$ cat config.mk
export PLATFORM = sky130hd
export DESIGN_NAME = inst_fetch_flat
export DESIGN_NICKNAME = d
export VERILOG_FILES = /design/src/rtl/inst_fetch_if.sv /design/src/rtl/inst_fetch.sv /design/src/flat_wrapper.sv
export SDC_FILE = /design/constraint.sdc
export NUM_CORES = 1
export LEC_CHECK = 0
export BUFFER_PORTS_ARGS = -buffer_cell sky130_fd_sc_hd__buf_2
export CORE_MARGIN = 5
export CORE_UTILIZATION = 46
export CTS_CLUSTER_DIAMETER = 60
export DETAILED_ROUTE_END_ITERATION = 7
export PLACE_DENSITY = 0.85
export SLEW_MARGIN = 20
export SYNTH_ARGS = -nofsm -noshare
export SYNTH_HDL_FRONTEND = slang
export SYNTH_SLANG_ARGS = --single-unit
$ cat constraint.sdc
create_clock -name clk -period 1.8 [get_ports clk]
set_input_delay 0.18 -clock clk [delete_from_list [all_inputs] [get_ports clk]]
set_output_delay 0.18 -clock clk [all_outputs]
set_load 0.01 [all_outputs]
$ cat src/rtl/inst_fetch_if.sv
// Fetch-stage bundle: control inputs, ROM address/data and the IF/ID register outputs.
// The master modport is the fetch unit; the slave modport is its environment.
interface inst_fetch_if;
  logic        stall_if;
  logic        stall_id;
  logic        flush;
  logic        new_pc_en;
  logic [31:0] new_pc;
  logic        branch_flag;
  logic [31:0] branch_target;
  logic [31:0] inst;
  logic [31:0] inst_address;
  logic        ce;
  logic [31:0] id_pc;
  logic [31:0] id_inst;
  logic        id_valid;
  logic        id_adel;

  modport master (
    input  stall_if, stall_id, flush, new_pc_en, new_pc,
    input  branch_flag, branch_target, inst,
    output inst_address, ce, id_pc, id_inst, id_valid, id_adel
  );

  modport slave (
    output stall_if, stall_id, flush, new_pc_en, new_pc,
    output branch_flag, branch_target, inst,
    input  inst_address, ce, id_pc, id_inst, id_valid, id_adel
  );
endinterface

$ cat src/rtl/inst_fetch.sv
// Instruction fetch: owns the PC, drives the ROM, registers the returned word into IF/ID.
// One-cycle ROM-to-id_inst latency; stall_if freezes the PC, stall_id freezes IF/ID.
module inst_fetch #(
  parameter logic [31:0] RESET_PC = 32'h0000_0000,
  parameter logic [31:0] FLUSH_PC = 32'h0000_0040
) (
  input logic          clk,
  input logic          rst,
  inst_fetch_if.master bus
);

  logic [31:0] pc;
  logic        ce;
  logic        pend_valid;
  logic [31:0] pend_target;
  logic [31:0] id_pc;
  logic [31:0] id_inst;
  logic        id_valid;
  logic        id_adel;
  logic        misaligned;

  assign misaligned = (pc[1:0] != 2'b00);

  always_ff @(posedge clk) begin
    if (rst) begin
      pc          <= RESET_PC;
      ce          <= 1'b0;
      pend_valid  <= 1'b0;
      pend_target <= '0;
      id_pc       <= '0;
      id_inst     <= '0;
      id_valid    <= 1'b0;
      id_adel     <= 1'b0;
    end else begin
      ce <= 1'b1;

      if (ce) begin
        if (bus.flush) begin
          pc         <= bus.new_pc_en ? bus.new_pc : FLUSH_PC;
          pend_valid <= 1'b0;
        end else if (bus.stall_if) begin
          // A branch resolved while IF is frozen is remembered and taken on release.
          if (bus.branch_flag) begin
            pend_valid  <= 1'b1;
            pend_target <= bus.branch_target;
          end
        end else if (bus.branch_flag) begin
          pc         <= bus.branch_target;
          pend_valid <= 1'b0;
        end else if (pend_valid) begin
          pc         <= pend_target;
          pend_valid <= 1'b0;
        end else begin
          pc <= pc + 32'd4;
        end
      end

      if (bus.flush) begin
        id_pc    <= '0;
        id_inst  <= '0;
        id_valid <= 1'b0;
        id_adel  <= 1'b0;
      end else if (!bus.stall_id) begin
        if (bus.stall_if || !ce) begin
          id_pc    <= '0;
          id_inst  <= '0;
          id_valid <= 1'b0;
          id_adel  <= 1'b0;
        end else begin
          id_pc    <= pc;
          id_inst  <= misaligned ? 32'h0 : bus.inst;
          id_valid <= 1'b1;
          id_adel  <= misaligned;
        end
      end
    end
  end

  assign bus.inst_address = pc;
  assign bus.ce           = ce;
  assign bus.id_pc        = id_pc;
  assign bus.id_inst      = id_inst;
  assign bus.id_valid     = id_valid;
  assign bus.id_adel      = id_adel;

endmodule

$ cat src/flat_wrapper.sv
// flat-port wrapper written by rule: the top's interface ports become plain ports
module inst_fetch_flat 
#(
  parameter logic [31:0] RESET_PC = 32'h0000_0000,
  parameter logic [31:0] FLUSH_PC = 32'h0000_0040
)
  (clk, rst, bus_stall_if, bus_stall_id, bus_flush, bus_new_pc_en, bus_new_pc, bus_branch_flag, bus_branch_target, bus_inst, bus_inst_address, bus_ce, bus_id_pc, bus_id_inst, bus_id_valid, bus_id_adel);
  inst_fetch_if bus_i ();
  input logic clk;
  input logic rst;
  input wire logic [$bits(bus_i.stall_if)-1:0] bus_stall_if;
  input wire logic [$bits(bus_i.stall_id)-1:0] bus_stall_id;
  input wire logic [$bits(bus_i.flush)-1:0] bus_flush;
  input wire logic [$bits(bus_i.new_pc_en)-1:0] bus_new_pc_en;
  input wire logic [$bits(bus_i.new_pc)-1:0] bus_new_pc;
  input wire logic [$bits(bus_i.branch_flag)-1:0] bus_branch_flag;
  input wire logic [$bits(bus_i.branch_target)-1:0] bus_branch_target;
  input wire logic [$bits(bus_i.inst)-1:0] bus_inst;
  output wire logic [$bits(bus_i.inst_address)-1:0] bus_inst_address;
  output wire logic [$bits(bus_i.ce)-1:0] bus_ce;
  output wire logic [$bits(bus_i.id_pc)-1:0] bus_id_pc;
  output wire logic [$bits(bus_i.id_inst)-1:0] bus_id_inst;
  output wire logic [$bits(bus_i.id_valid)-1:0] bus_id_valid;
  output wire logic [$bits(bus_i.id_adel)-1:0] bus_id_adel;
  assign bus_i.stall_if = bus_stall_if;
  assign bus_i.stall_id = bus_stall_id;
  assign bus_i.flush = bus_flush;
  assign bus_i.new_pc_en = bus_new_pc_en;
  assign bus_i.new_pc = bus_new_pc;
  assign bus_i.branch_flag = bus_branch_flag;
  assign bus_i.branch_target = bus_branch_target;
  assign bus_i.inst = bus_inst;
  assign bus_inst_address = bus_i.inst_address;
  assign bus_ce = bus_i.ce;
  assign bus_id_pc = bus_i.id_pc;
  assign bus_id_inst = bus_i.id_inst;
  assign bus_id_valid = bus_i.id_valid;
  assign bus_id_adel = bus_i.id_adel;
  inst_fetch #(.RESET_PC(RESET_PC), .FLUSH_PC(FLUSH_PC)) u_core (.clk(clk), .rst(rst), .bus(bus_i));
endmodule
Yosys cells after proc, flatten, opt, wreduce, memory -nomap -nowiden
Cells that the tools add are included.
- reductions and logical operators: 7
- muxes and demuxes: 14
- eq/ne operators: 2
- $add $sub $neg: 1
- bitwise operators: 1
- operators by type and width (kind ; number):
    $mux W32 ; 8
    $add A32 B3 Y32 const B ; 1
    $mux W1 ; 6
    $reduce_and A2 Y1 ; 2
    $reduce_and A4 Y1 ; 1
    $ne A3 B1 Y1 const B ; 1
    $ne A2 B1 Y1 const B ; 1
    $reduce_bool A2 Y1 ; 1
    $reduce_or A2 Y1 ; 1
    $logic_not A1 Y1 ; 1
    $logic_or A1 B1 Y1 ; 1
    $not A1 Y1 ; 1
- flip-flop bits (word level): 132
- word-level logic and storage cells: 33
- output and inout port bits: 99

Depth between registers and ports, before layout
Gate-level depths: netlist (run 1).
- depth in word-level cells: 5
- depth in mapped cells: 8
- mapped depth without buffers: 6

Least setup slack after synthesis (run 1)
Ideal clock, no wire load.
- path type: register to register
- start point: register u_core.pc[2] (netlist: u_core.bus.inst_address[2])
- end point: register u_core.pc[30] (netlist: u_core.bus.inst_address[30])
- cell stages (with the launch flop): 8
- required time: 1.678 ns
- setup slack: -0.232 ns
- path buffers: 1
- library setup time: 0.122 ns
- arrival: 1.910 ns
- period minus slack after synthesis: 2.032 ns
- cell sequence: dfxtp_1 -> ha_1 -> nand2_1 -> or3_1 -> buf_6 -> nor3_4 -> a21oi_1 -> a311o_1
- longest elaborated chain between the ends: 5
- RTL lines (what ; RTL line ; text):
    from (decl) ; inst_fetch.sv:12 ; logic [31:0] pc;
    from (signal assigned) ; inst_fetch.sv:39 ; pc <= bus.new_pc_en ? bus.new_pc : FLUSH_PC;
    from (signal assigned) ; inst_fetch.sv:48 ; pc <= bus.branch_target;
    from (signal assigned) ; inst_fetch.sv:51 ; pc <= pend_target;
    $add A32 B3 Y32 ; inst_fetch.sv:54 ; pc <= pc + 32'd4;
    $mux W32 ; inst_fetch.sv:50 ; end else if (pend_valid) begin
    $mux W32 ; inst_fetch.sv:47 ; end else if (bus.branch_flag) begin
    $mux W32 ; inst_fetch.sv:41 ; end else if (bus.stall_if) begin
    $mux W32 ; inst_fetch.sv:38 ; if (bus.flush) begin
No other way between the ends. The select of a mux whose other input is x is not followed.
A chain may end at the register's enable or synchronous reset.

Worst setup path after layout (run 1)
- start point: register u_core.pc[2] (netlist: u_core.bus.inst_address[2])
- end point: register u_core.pc[20] (netlist: u_core.bus.inst_address[20])
The elaborated chain is that of the path after synthesis.

==> insert_results.sql, run 1 <==
INSERT INTO impl_metrics (metric_group, metric, value, unit) VALUES
('outcome', 'status', 'completed', ''),
('synth', 'synth_cell_type_count', '61', ''),
('floorplanning', 'initial_core_util', '0.474', ''),
('sta', 'slew_viol_final', '0', ''),
('sta', 'totalNegativeSetupSlack', '0', 'ns'),
('routing', 'detailedRoute.firstIterationViolations', '823', ''),
('sta', 'period_needed', '1.77', 'ns'),
('pwr', 'vdd_ir_drop_max', '0.450', 'mV'),
('routing', 'number_of_detailed_route_iterations_in_the_first_pass', '7', ''),
('worst_setup_path', 'crit-reg2reg-launch', 'u_core.bus.inst_address[2]', ''),
('worst_setup_path', 'timing_worst_setup_path_type', 'reg -> reg', ''),
('synth', 'synth_top_cells_by_area', 'dfxtp_1 44%, a22oi_1 8.1%, nand2_1 6.7%', ''),
('sta', 'max_transition_margin', '0.546', ''),
('sta', 'worst_slew_pin_slew', '0.682', 'ns'),
('synth', 'leading_post_synthesis_cells_by_instance_count', '132 x dfxtp_1, 108 x nand2_1, 88 x nor2_1, 68 x a21oi_1, 65 x a22oi_1', ''),
('grt', 'first_pass_grt_wire_length', '34.1', 'mm'),
('grt', 'grt.total_usage', '0.267', ''),
('worst_setup_path', 'worstSetupStartpointType', 'flip-flop', ''),
('clocking', 'clock_tree.htree_level_count', '4', ''),
('synth', 'synth_largest_type_area_fraction', '0.438', ''),
('synth', 'cell_with_the_most_instances_after_synthesis', 'dfxtp_1', ''),
('worst_setup_path', 'timing.critical_path.fanout_max', '5', ''),
('final_layout', 'nFillCells', '1019', ''),
('placement', 'gpl.final_weighted_congestion', '0.928', ''),
('worst_setup_path', 'critical-path-top-delay-family', 'simple AND/OR/NAND/NOR gates', ''),
('routing', 'drt-total-wl', '21.4', 'mm'),
('worst_setup_path', 'ff2ff_path_depth', '7', ''),
('synth', 'synth_seq_area_share', '0.438', ''),
('final_layout', 'post-route-util', '0.670', ''),
('floorplanning', 'rows', '41', ''),
('clocking', 'worst_skew_pair.late_latency', '0.42', 'ns'),
('routing', 'drt-wirelength-per-cell', '18.2', 'um'),
('synth', 'syn-instance-count', '742', ''),
('floorplanning', 'die_x', '124', 'um'),
('sta', 'timing_hold_violations_final', '0', ''),
('clocking', 'clkSlewWorstSetupHoldPaths', '0.06', 'ns'),
('clocking', 'clock_tree.root_cell', 'clkbuf_16', ''),
('sta', 'rsz0062_at_grt', 'yes', ''),
('worst_hold_path', 'timing.hold.worst.class', 'in -> reg', ''),
('worst_hold_path', 'source_of_the_worst_hold_timing_path', 'bus_inst[19]', ''),
('sta', 'max_freq', '565', 'MHz'),
('synth', 'async_flop_share', '0', ''),
('final_layout', 'finish.net_count', '1095', ''),
('clocking', 'cts.sinks', '132', ''),
('sta', 'period_share', '0.983', ''),
('floorplanning', 'dieHeight', '124', 'um'),
('routing', 'drcViolationCount', '0', ''),
('clocking', 'cts_tree', 'done', ''),
('flow_run', 'drv_cap', '0', ''),
('worst_setup_path', 'cp_num_cells', '7', ''),
('synth', 'synth.avg_cell_area', '8.12', 'um2'),
('floorplanning', 'core_area', '0.0127', 'mm2'),
('synth', 'synth_enable_flop_cells', '0', ''),
('worst_setup_path', 'slowest_stage', 'or3_4', ''),
('grt', 'maximum_number_of_pins_on_one_net_before_global_route_repair', '67', ''),
('worst_setup_path', 'timing.critical_path.cells', 'ha_4 > nand2_2 > or3_4 > buf_6 > or2_0 > a21o_1 > a221oi_2', ''),
('synth', 'synth_flop_cell', 'dfxtp_1', ''),
('final_layout', 'antenna_cells_inserted', '0', ''),
('routing', 'antenna_violating_nets_post_route', '0', ''),
('routing', 'dr_total_vias', '6850', ''),
('grt', 'grt-ovfl-total', '0', ''),
('grt', 'grt_antenna_before_repair', '0', ''),
('placement', 'hpwl_detailed', '15.4', 'mm'),
('routing', 'drt-vias-per-instance', '5.82', ''),
('floorplanning', 'num_io_pins', '202', ''),
('floorplanning', 'dieArea', '0.0155', 'mm2'),
('synth', 'total_nets_after_synthesis', '846', ''),
('final_layout', 'syn_to_final_growth', '41.4', '%'),
('pwr', 'power.leakage', '0.00362', 'uW'),
('clocking', 'cts_max_path_buffers', '2', ''),
('placement', 'buffer_ports.inserted', '201', '');
## cell families after synthesis
group | Yosys count | synth area share
adders and majority gates | 1 | 0.00208
buffers and inverters | 78 | 0.0523
and+or+nand+nor | 280 | 0.217
xor gates and xnor gates | 14 | 0.0203
AOI/OAI and AO/OA | 233 | 0.263
muxes | 4 | 0.00664
DFF | 132 | 0.438
## state kept, by name (all words and copies together), names as in the netlist
name / cells
u_core.bus.inst_address: 32
u_core.bus.id_adel: 1
u_core.bus.ce: 1
u_core.pend_target: 32
u_core.pend_valid: 1
u_core.bus.id_pc: 32
u_core.bus.id_inst: 32
u_core.bus.id_valid: 1
## report_power, final
part	internal, uW	switching [uW]
Clock	2360	1250
Sequential	3010	79.0
Combinational	438	582
## cell usage in the layout (no fill, tap or decap), drive strengths merged, types with 14 or more instances in the layout
cell type and count:
a21oi 68, nor3 18, buf 279, a22oi 65, dfxtp 132, clkbuf 24
nand3 14, nor2 88, dlygate4sd3 15, nand2 108, o21ai 31
## repair_timing
item / 4_1_cts / 5_1_grt
hold buffers: 15 / 0
pin swaps: 1 / 9
hold endpoints to repair: 15 / 0
resized for setup: 2 / 14
buffers inserted: 0 / 2
endpoints found under the setup margin: 2 / 9
gates cloned: 1 / 0
## worst reg2reg max path: stages (launching register included)
cell,delay [ns]
dfxtp_4,0.36
ha_4,0.15
nand2_2,0.06
or3_4,0.39
buf_6,0.15
or2_0,0.20
a21o_1,0.17
a221oi_2,0.22
## cell type report
| type | instances | area, um2 | area share |
|---|---|---|---|
| clock buffers | 24 | 503 | 0.0590 |
| clock inverters | 8 | 120 | 0.0141 |
| inverters | 14 | 52.6 | 0.00617 |
| multi-input cells | 532 | 3160 | 0.371 |
| flip-flops and latches | 132 | 2660 | 0.312 |
| well taps | 172 | 215 | 0.0253 |
| repair buffers | 294 | 1810 | 0.212 |
## final timing paths
| check | to | slack (ns) |
|---|---|---|
| max | u_core.bus.inst_address[20] | 0.03 |
| min | u_core.bus.id_inst[19] | 0.008 |
| max reg2reg | u_core.bus.inst_address[20] | 0.03 |
| min reg2reg | u_core.pend_target[4] | 0.45 |
## metrics by stage
step | hold WS (ns) | instances | setup slack (ns) | cell area (um2)
2_1_floorplan | 0.316 | 742 | 0.00154 | 6070
3_3_place_gp | 0.411 | 1126 | 0.0207 | 7660
3_5_place_dp | 0.421 | 1126 | -0.0155 | 7660
4_1_cts | 0.00115 | 1174 | 0.00305 | 8450
5_1_grt | 0.00451 | 1176 | -0.0423 | 8520
6_report | 0.00806 | 1176 | 0.0299 | 8520
## routing by layer
layer | wire length (um) | global-route usage | up-vias
met5 | 0 | 0 | -
met2 | 9620 | 0.407 | 453
met1 | 9060 | 0.363 | 3164
met4 | 472 | 0.0909 | 0
met3 | 2260 | 0.0768 | 41
li1 | - | - | 3192
No activity file was read; power rests on OpenSTA's default activity.
==> run 2, diff against run 1 <==
- CORE_MARGIN: 5 -> 4
==> run 2 against run 1 <==
Net effect: hold slack improved by 0.0044 ns; worst setup slack gained 0.0050 ns; total power increased by 1.8%; maximum frequency rose by 0.29%; flip-flop and latch count unchanged; die area shrank 3.2%; largest cell class unchanged; highest routed layer unchanged.
==> insert_results.sql, run 2 (synthesis results as in run 1) <==
INSERT INTO impl_metrics (metric_group, metric, value, unit) VALUES
('final_layout', 'layout_commonest_cell', 'buf_2', ''),
('outcome', 'status', 'completed', ''),
('worst_setup_path', 'cp-end-kind', 'flip-flop', ''),
('worst_setup_path', 'critical_path_arrival', '2.13', 'ns'),
('sta', 'total_setup_violations_reported_at_the_end_of_the_flow', '0', ''),
('routing', 'drcViolationCount', '0', ''),
('sta', 'rsz0062_at_grt', 'yes', ''),
('pwr', 'design_power_total', '7860', 'uW'),
('pwr', 'vdd_ir_drop_max', '0.689', 'mV'),
('worst_setup_path', 'worstPathRequired', '2.16', 'ns'),
('pwr', 'power_per_cell_area', '926', 'mW/mm2'),
('routing', 'detailedRoute.firstIterationViolations', '689', ''),
('pwr', 'power.leakage', '0.00359', 'uW'),
('worst_setup_path', 'timing_worst_setup_path_type', 'reg -> reg', ''),
('clocking', 'tritoncts.num_buffers', '17', ''),
('placement', 'buffer_ports.inserted', '201', ''),
('floorplanning', 'dieArea', '0.0150', 'mm2'),
('final_layout', 'final_cell_mix', '201 x buf_2, 126 x dfxtp_1, 107 x nand2_1', ''),
('final_layout', 'final_layout_size_suffix_gt1_frac', '0.330', ''),
('grt', 'grt_antenna_before_repair', '0', ''),
('sta', 'final_worst_hold_slack', '0.0124', 'ns'),
('sta', 'timing_hold_violations_final', '0', ''),
('worst_setup_path', 'worst_r2r_endpoint', 'u_core.bus.inst_address[19]', ''),
('routing', 'drt-wirelength-per-cell', '18.3', 'um'),
('clocking', 'cts_max_path_buffers', '2', ''),
('worst_setup_path', 'crit-reg2reg-launch', 'u_core.bus.inst_address[7]', ''),
('worst_setup_path', 'ff2ff_path_depth', '6', ''),
('routing', 'drt-total-wl', '21.4', 'mm'),
('clocking', 'clock_tree.htree_level_count', '4', ''),
('placement', 'gpl.final_weighted_congestion', '0.915', ''),
('final_layout', 'layoutNonFillerInstCount', '1173', ''),
('pwr', 'p_switching', '1900', 'uW'),
('pwr', 'power_switching_share', '0.242', ''),
('clocking', 'clkSlewWorstSetupHoldPaths', '0.06', 'ns'),
('worst_setup_path', 'timing.critical_path.fanout_max', '9', ''),
('grt', 'first_global_vias', '6388', ''),
('worst_setup_path', 'regToRegSetupSlack', '0.03', 'ns'),
('pwr', 'clock_power_share', '0.478', ''),
('grt', 'grt-ovfl-total', '0', ''),
('routing', 'dr_total_vias', '6868', ''),
('floorplanning', 'rows', '41', ''),
('floorplanning', 'dieHeight', '122', 'um'),
('routing', 'antenna_violating_nets_post_route', '0', ''),
('routing', 'drt-vias-per-instance', '5.86', ''),
('grt', 'first_pass_grt_wire_length', '33.1', 'mm'),
('final_layout', 'finish.net_count', '1092', ''),
('floorplanning', 'initial_core_util', '0.474', ''),
('clocking', 'worst_skew_pair.late_latency', '0.41', 'ns'),
('sta', 'fin_worst_skew', '0.00552', 'ns'),
('flow_run', 'drv_cap', '0', ''),
('pwr', 'p_comb_frac', '0.129', ''),
('sta', 'worst_slew_pin_slew', '0.680', 'ns'),
('routing', 'number_of_detailed_route_iterations_in_the_first_pass', '5', ''),
('clocking', 'cts_tree', 'done', ''),
('floorplanning', 'core_area', '0.0127', 'mm2'),
('final_layout', 'antenna_cells_inserted', '0', ''),
('floorplanning', 'die_x', '122', 'um'),
('worst_setup_path', 'startpoint', 'u_core.bus.inst_address[7]', ''),
('grt', 'maximum_number_of_pins_on_one_net_before_global_route_repair', '67', ''),
('pwr', 'power_report.internal_total', '5960', 'uW'),
('pwr', 'power.sequential.fraction', '0.393', ''),
('grt', 'grt.total_usage', '0.278', ''),
('sta', 'max_transition_margin', '0.546', ''),
('worst_setup_path', 'worst_setup_path_endpoint', 'u_core.bus.inst_address[19]', ''),
('sta', 'period_share', '0.981', ''),
('worst_hold_path', 'timing.hold.worst.class', 'in -> reg', ''),
('placement', 'place.detailed.instances', '1121', ''),
('clocking', 'cts.sinks', '132', ''),
('sta', 'slew_viol_final', '0', ''),
('sta', 'period_needed', '1.77', 'ns'),
('clocking', 'clock_tree.root_cell', 'clkbuf_16', ''),
('sta', 'max_freq', '567', 'MHz'),
('final_layout', 'syn_to_final_growth', '40.9', '%'),
('floorplanning', 'num_io_pins', '202', ''),
('worst_setup_path', 'worstSetupStartpointType', 'flip-flop', ''),
('placement', 'hpwl_detailed', '15.0', 'mm');
run 2: worst max-delay path: stages, from the launching register on:
cell and delay, ns:
dfxtp_2 0.35, nand4_4 0.11, buf_4 0.18, or3_4 0.43, or3_1 0.38, a21oi_2 0.15, o21a_1 0.12
run 2: worst min path at each step:
stage                           from                endpoint  slack, ns  cells past startpoint
2_1_floorplan  bus_branch_target[14]  u_core.pend_target[14]       0.32                      2
6_report                bus_inst[19]  u_core.bus.id_inst[19]       0.01                      3
5_1_grt        bus_branch_target[19]  u_core.pend_target[19]       0.01                      3
3_5_place_dp             bus_inst[6]   u_core.bus.id_inst[6]       0.42                      3
3_3_place_gp             bus_inst[7]   u_core.bus.id_inst[7]       0.41                      3
4_1_cts                 bus_inst[25]  u_core.bus.id_inst[25]     0.0005                      3
run 2: stage by stage:
step / utilization / worst slack, ns / area [um2] / TNS (ns)
after floorplan: - / 0.00154 / 6070 / 0
final: 0.667 / 0.0349 / 8490 / 0
after detailed placement: 0.599 / -0.0734 / 7610 / -0.178
after CTS: 0.665 / 0.00634 / 8460 / 0
after global placement: 0.599 / 0.00799 / 7610 / 0
after global routing: 0.667 / -0.0231 / 8490 / -0.0345
run 2: layout make-up:
| class | instances | area, um2 |
|---|---|---|
| tap | 172 | 215 |
| sequential | 132 | 2660 |
| clock buffer | 22 | 464 |
| timing repair buffer | 291 | 1780 |
| multi-input combinational | 532 | 3150 |
| fill | 1017 | 4230 |
| clock inverter | 10 | 176 |
| inverter | 14 | 52.6 |
run 2: timing repair:
action / CTS / global route
buffers inserted: 0 / 0
resized for setup: 1 / 7
endpoints found under the hold margin: 20 / 0
pin swaps: 0 / 3
hold buffers: 20 / 0
setup endpoints to repair: 4 / 8
run 2: power by group through the flow:
stage                     sequential [uW]  combinational [uW]  clock, uW
after floorplan                      3180                 436          0
after global placement               3150                 931          0
after detailed placement             3150                 944          0
after CTS                            3090                 984       3810
after global routing                 3100                1090       3940
final                                3090                1010       3760
run 2: metal layers:
metal	vias to the layer above	part of all wire	GRT usage
li1	3191	-	-
met1	3158	0.40	0.360
met2	467	0.45	0.441
met3	52	0.12	0.0788
met4	0	0.027	0.108
met5	-	0	0
